===== config.mk =====
export PLATFORM = sky130hd
export DESIGN_NAME = lm_wr_arb
export DESIGN_NICKNAME = d
export VERILOG_FILES = /design/src/rtl/lm_wr_arb.sv
export SDC_FILE = /design/constraint.sdc
export NUM_CORES = 1
export LEC_CHECK = 0
export CORE_ASPECT_RATIO = 0.9
export CORE_MARGIN = 1.5
export CORE_UTILIZATION = 44
export CTS_CLUSTER_DIAMETER = 150
export DETAILED_ROUTE_END_ITERATION = 12
export PLACE_DENSITY = 0.76
export SYNTH_ARGS = -nofsm -noshare
export SYNTH_HDL_FRONTEND = slang
export SYNTH_SLANG_ARGS = --single-unit

===== constraint.sdc =====
create_clock -name CLK -period 2.7 [get_ports CLK]
set_input_delay 0.81 -clock CLK [delete_from_list [all_inputs] [get_ports CLK]]
set_output_delay 0.81 -clock CLK [all_outputs]
set_load 0.1 [all_outputs]

===== src/rtl/lm_wr_arb.sv =====
// rtl/lm_wr_arb.sv - round-robin burst arbiter for the local_mem write port
module lm_wr_arb #(
    parameter int AW        = 10,
    parameter int DW        = 8,
    parameter int MAX_BURST = 16
) (
    input  logic          CLK,
    input  logic          RESET_X,
    input  logic          SOFT_RESET,
    input  logic          R0_REQ,
    input  logic [AW-1:0] R0_ADR,
    input  logic [DW-1:0] R0_WDATA,
    input  logic          R0_LAST,
    output logic          R0_GNT,
    input  logic          R1_REQ,
    input  logic [AW-1:0] R1_ADR,
    input  logic [DW-1:0] R1_WDATA,
    input  logic          R1_LAST,
    output logic          R1_GNT,
    output logic          M_WR,
    output logic [AW-1:0] M_WADR,
    output logic [DW-1:0] M_WDATA,
    output logic [1:0]    OWNER,
    output logic          BUSY
);
    localparam int            CW      = $clog2(MAX_BURST + 1);
    localparam logic [CW-1:0] MAX_CNT = CW'(MAX_BURST);

    typedef enum logic [1:0] {
        ST_IDLE = 2'b00,
        ST_OWN0 = 2'b01,
        ST_OWN1 = 2'b10
    } state_t;

    state_t          state_q, state_d;
    logic            rr_q, rr_d;
    logic [CW-1:0]   cnt_q, cnt_d;
    logic            m_wr_q, m_wr_d;
    logic [AW-1:0]   m_wadr_q, m_wadr_d;
    logic [DW-1:0]   m_wdata_q, m_wdata_d;

    logic            owning, own1, own_req, own_last, oth_req, acc, rel;
    logic [AW-1:0]   own_adr;
    logic [DW-1:0]   own_data;
    logic [CW-1:0]   cnt_now;

    always_comb begin
        owning   = (state_q == ST_OWN0) || (state_q == ST_OWN1);
        own1     = (state_q == ST_OWN1);
        own_req  = own1 ? R1_REQ   : R0_REQ;
        own_last = own1 ? R1_LAST  : R0_LAST;
        own_adr  = own1 ? R1_ADR   : R0_ADR;
        own_data = own1 ? R1_WDATA : R0_WDATA;
        oth_req  = own1 ? R0_REQ   : R1_REQ;
        acc      = owning && own_req;
        // count saturates so a lone owner can stream indefinitely
        cnt_now  = (acc && (cnt_q != MAX_CNT)) ? cnt_q + CW'(1) : cnt_q;
        rel      = owning && ((acc && own_last) || (oth_req && (cnt_now == MAX_CNT)));

        R0_GNT    = (state_q == ST_OWN0) && R0_REQ;
        R1_GNT    = (state_q == ST_OWN1) && R1_REQ;
        state_d   = state_q;
        rr_d      = rr_q;
        cnt_d     = cnt_q;
        m_wr_d    = acc;
        m_wadr_d  = acc ? own_adr  : m_wadr_q;
        m_wdata_d = acc ? own_data : m_wdata_q;

        case (state_q)
            ST_IDLE: begin
                if (R0_REQ && R1_REQ) begin
                    state_d = rr_q ? ST_OWN0 : ST_OWN1;
                end else if (R0_REQ) begin
                    state_d = ST_OWN0;
                end else if (R1_REQ) begin
                    state_d = ST_OWN1;
                end
            end
            ST_OWN0, ST_OWN1: begin
                cnt_d = cnt_now;
                if (rel) begin
                    rr_d  = own1;
                    cnt_d = '0;
                    if (oth_req) begin
                        state_d = own1 ? ST_OWN0 : ST_OWN1;
                    end else begin
                        state_d = ST_IDLE;
                    end
                end
            end
            default: state_d = ST_IDLE;
        endcase

        // soft reset also discards the beat accepted in this cycle
        if (SOFT_RESET) begin
            state_d   = ST_IDLE;
            rr_d      = 1'b1;
            cnt_d     = '0;
            m_wr_d    = 1'b0;
            m_wadr_d  = '0;
            m_wdata_d = '0;
        end
    end

    always_ff @(posedge CLK or negedge RESET_X) begin
        if (!RESET_X) begin
            state_q   <= ST_IDLE;
            rr_q      <= 1'b1;
            cnt_q     <= '0;
            m_wr_q    <= 1'b0;
            m_wadr_q  <= '0;
            m_wdata_q <= '0;
        end else begin
            state_q   <= state_d;
            rr_q      <= rr_d;
            cnt_q     <= cnt_d;
            m_wr_q    <= m_wr_d;
            m_wadr_q  <= m_wadr_d;
            m_wdata_q <= m_wdata_d;
        end
    end

    assign M_WR    = m_wr_q;
    assign M_WADR  = m_wadr_q;
    assign M_WDATA = m_wdata_q;
    assign OWNER   = state_q;
    assign BUSY    = (state_q != ST_IDLE) || m_wr_q;

endmodule

==> flow_summary_export.csv <==
group,metric,value,unit
clock_network,postCtsSetupBuffers,0,
synth,ys_seq_elements,27,
clock_network,root_buffer,"clkbuf_8",
floorplan,num_rows,21,
synth,avgSynthCellArea,9.995,µm²
synth,synth_cells,176,
clock_network,numClockSinks,27,
routing,via_per_inst,5.321,
place,port_buffers,66,
timing,maxSlewHeadroom,75.35,%
timing,worstMarginPinSlew,0.3697,ns
grt,grt_antenna_before_repair,0,
synth,yosysTopAreaCell,"dfrtp_1",
clock_network,htree_levels,1,
timing,setup_violations,0,
synth,synth_xor_xnor_area_share,1.991,%
cells_and_area,final_layout_size_suffix_gt1_share,22.13,%
routing,wl_per_cell,13.93,µm
place,preCtsSetupSlack,-0.01356,ns
synth,synth_compound_area_share,13.73,%
grt,grt_pass1_wl,6768,µm
routing,vias,1543,
floorplan,fp.dieH,62.99,µm
clock_network,cts_tree,"yes",
clock_network,post_cts_resized,0,
synth,muxShareOfSynthArea,15.15,%
setup_path,worstSetupStartpointType,"primary input",
grt,grt_pass1_vias,1409,
clock_network,ctsHoldBuffers,0,
synth,synth_warnings,0,
clock_network,clockBufferDepth,2,
timing,setup_slack,0.06693,ns
flow_run,cap_violations,0,
timing,hold_viol_final,0,
timing,layout_min_cycle_time,2.633,ns
timing,maxSlewViolCount,0,
grt,grt_usage,19.10,%
timing,finalCritPeriodShare,97.52,%
floorplan,dieArea,0.004387,mm²
synth,synth_cell_types,43,
synth,synth_seq_area_share,38.48,%
floorplan,initial_core_util,46.49,%
synth,synth_area_leaders,"dfrtp_1 (37%), mux2i_1 (14%), a211oi_1 (8.1%), nor2_1 (5.5%), ha_1 (4.3%)",
floorplan,dieWidth,69.65,µm
timing,fmax,379.8,MHz
grt,grt.overflow.total,0,
routing,drt_wl_total,4041,µm
timing,rsz0062_at_grt,"no",
floorplan,coreArea,0.003784,mm²
setup_path,crit_path_end_kind,"primary output",
clock_network,path_clk_slew,0.09,ns
power_and_ir_drop,ir_drop,0.7708,mV
setup_path,cp.required,1.89,ns
cells_and_area,syn_to_final_growth,43.39,%
synth,synthSimpleGateAreaFrac,21.34,%
routing,drt_pre_antenna_iters,4,
routing,drc,0,
timing,clock_skew,0.002688,ns
routing,ant_nets,0,
place,routabilityCongestion,0.8397,
cells_and_area,fin_util,66.67,%
synth,mappedNetlistNets,225,
grt,grt_max_degree,39,
synth,synth_area,0.001759,mm²
synth,synth_top_area_share,36.98,%
place,dp_hpwl,3025,µm
clock_network,numCtsBuffers,3,
routing,drtIter0Drc,66,
synth,synthAdderAreaFrac,4.267,%
setup_path,path_class,"primary input to primary output",
clock_network,clk_latency,0.26,ns
cells_and_area,most-common-layout-cells,"clkdlybuf4s50_1 (42), buf_4 (32), nor2_1 (25)",
cells_and_area,nets,294,
power_and_ir_drop,powerDensity,1213,mW/mm²
worst_hold_path,hp-class,"flip-flop to flip-flop",
power_and_ir_drop,leakagePower,0.001041,µW
synth,synth_top_family_by_area,"simple AND/OR/NAND/NOR gates",
setup_path,critical_path_arrival,1.82,ns
cells_and_area,layout_commonest_cell,"clkdlybuf4s50_1",
floorplan,pin_count,67,
run_status,status,"complete, no violations",
setup_path,path_max_fanout,5,
cells_and_area,diodes,0,
## synth_stat cells (all sizes together)
library cell and n:
nor3 9, a2bb2oi 1, dfrtp 26, mux2 2, a21boi 1, o31ai 1, and2 3, nor4 2
xor2 1, o21a 2, clkbuf 4, o2bb2ai 1, and3b 2, o21ai 3, a21oi 1, buf 9
or4b 3, dfstp 1, xnor2 3, inv 5, nand2b 3, nand4bb 1, nand3b 1, nand3 2
and3 1, o22ai 2, nand2 9, nand4 1, mux2i 24, ha 6, a211oi 19, nor2 26
a221o 1
## metal layers
layer	track usage, %	routed length (µm)
met1	26.41	1837
met2	29.81	1858
met3	4.355	304
met4	6.250	40
met5	0	0
## critical path, cell delays in order
cell	delay, ns
clkdlybuf4s50_1	0.54
buf_4	0.16
and2_4	0.15
buf_12	0.17
## state kept, by name, indices dropped and copies added, names as in the netlist
signal / flops
rr_q: 1
M_WADR: 10
M_WDATA: 8
cnt_q: 5
OWNER: 2
M_WR: 1
## final timing paths
kind | start | end | slack, ns | cells after the start
worst max-delay path | R1_REQ | R1_GNT | 0.07 | 4
worst min register to register | rr_q | rr_q | 0.55 | 2
max in group asynchronous | RESET_X | rr_q | 1.48 | 2
min in group asynchronous | RESET_X | M_WDATA[7] | 0.91 | 2
worst min-delay path | rr_q | rr_q | 0.55 | 2
worst max register to register | OWNER[0] | OWNER[0] | 0.38 | 8
## cell type report
| cell class | instances | area (µm²) |
|---|---|---|
| Timing Repair Buffer | 77 | 720.7 |
| Inverter | 5 | 18.77 |
| Clock buffer | 4 | 45.04 |
| Tap cell | 46 | 57.56 |
| Fill cell | 305 | 1261 |
| Sequential cell | 27 | 681.9 |
| Multi-Input combinational cell | 131 | 998.5 |
## report_power, final
part	switching [µW]	leakage, µW	internal, µW
clock network	118	0.0000228	105
registers	92.0	0.000362	536
logic	1590	0.000657	621
total	1800	0.00104	1260
## logic make-up (layout without fill, tap and decap cells)
group / Yosys count / count (layout)
AOI/OAI and AO/OA: 32 / 32
xor gates and xnor gates: 4 / 4
adders and majority gates: 6 / 6
buffers and inverters: 18 / 86
DFF: 27 / 27
muxes: 26 / 26
and+or+nand+nor: 63 / 63
## per-stage QoR
stage	hold WS, ns	area, µm²	cells	setup TNS (ns)	power (µW)
floorplan	0.5082	1768	176	0	2301
global placement	0.5222	2477	286	0	2836
detailed placement	0.5378	2477	286	-0.01356	2852
CTS	0.5508	2522	290	0	3078
global route	0.5742	2522	290	0	3211
finish	0.5503	2522	290	0	3060
No activity file was read; power rests on OpenSTA's default activity.
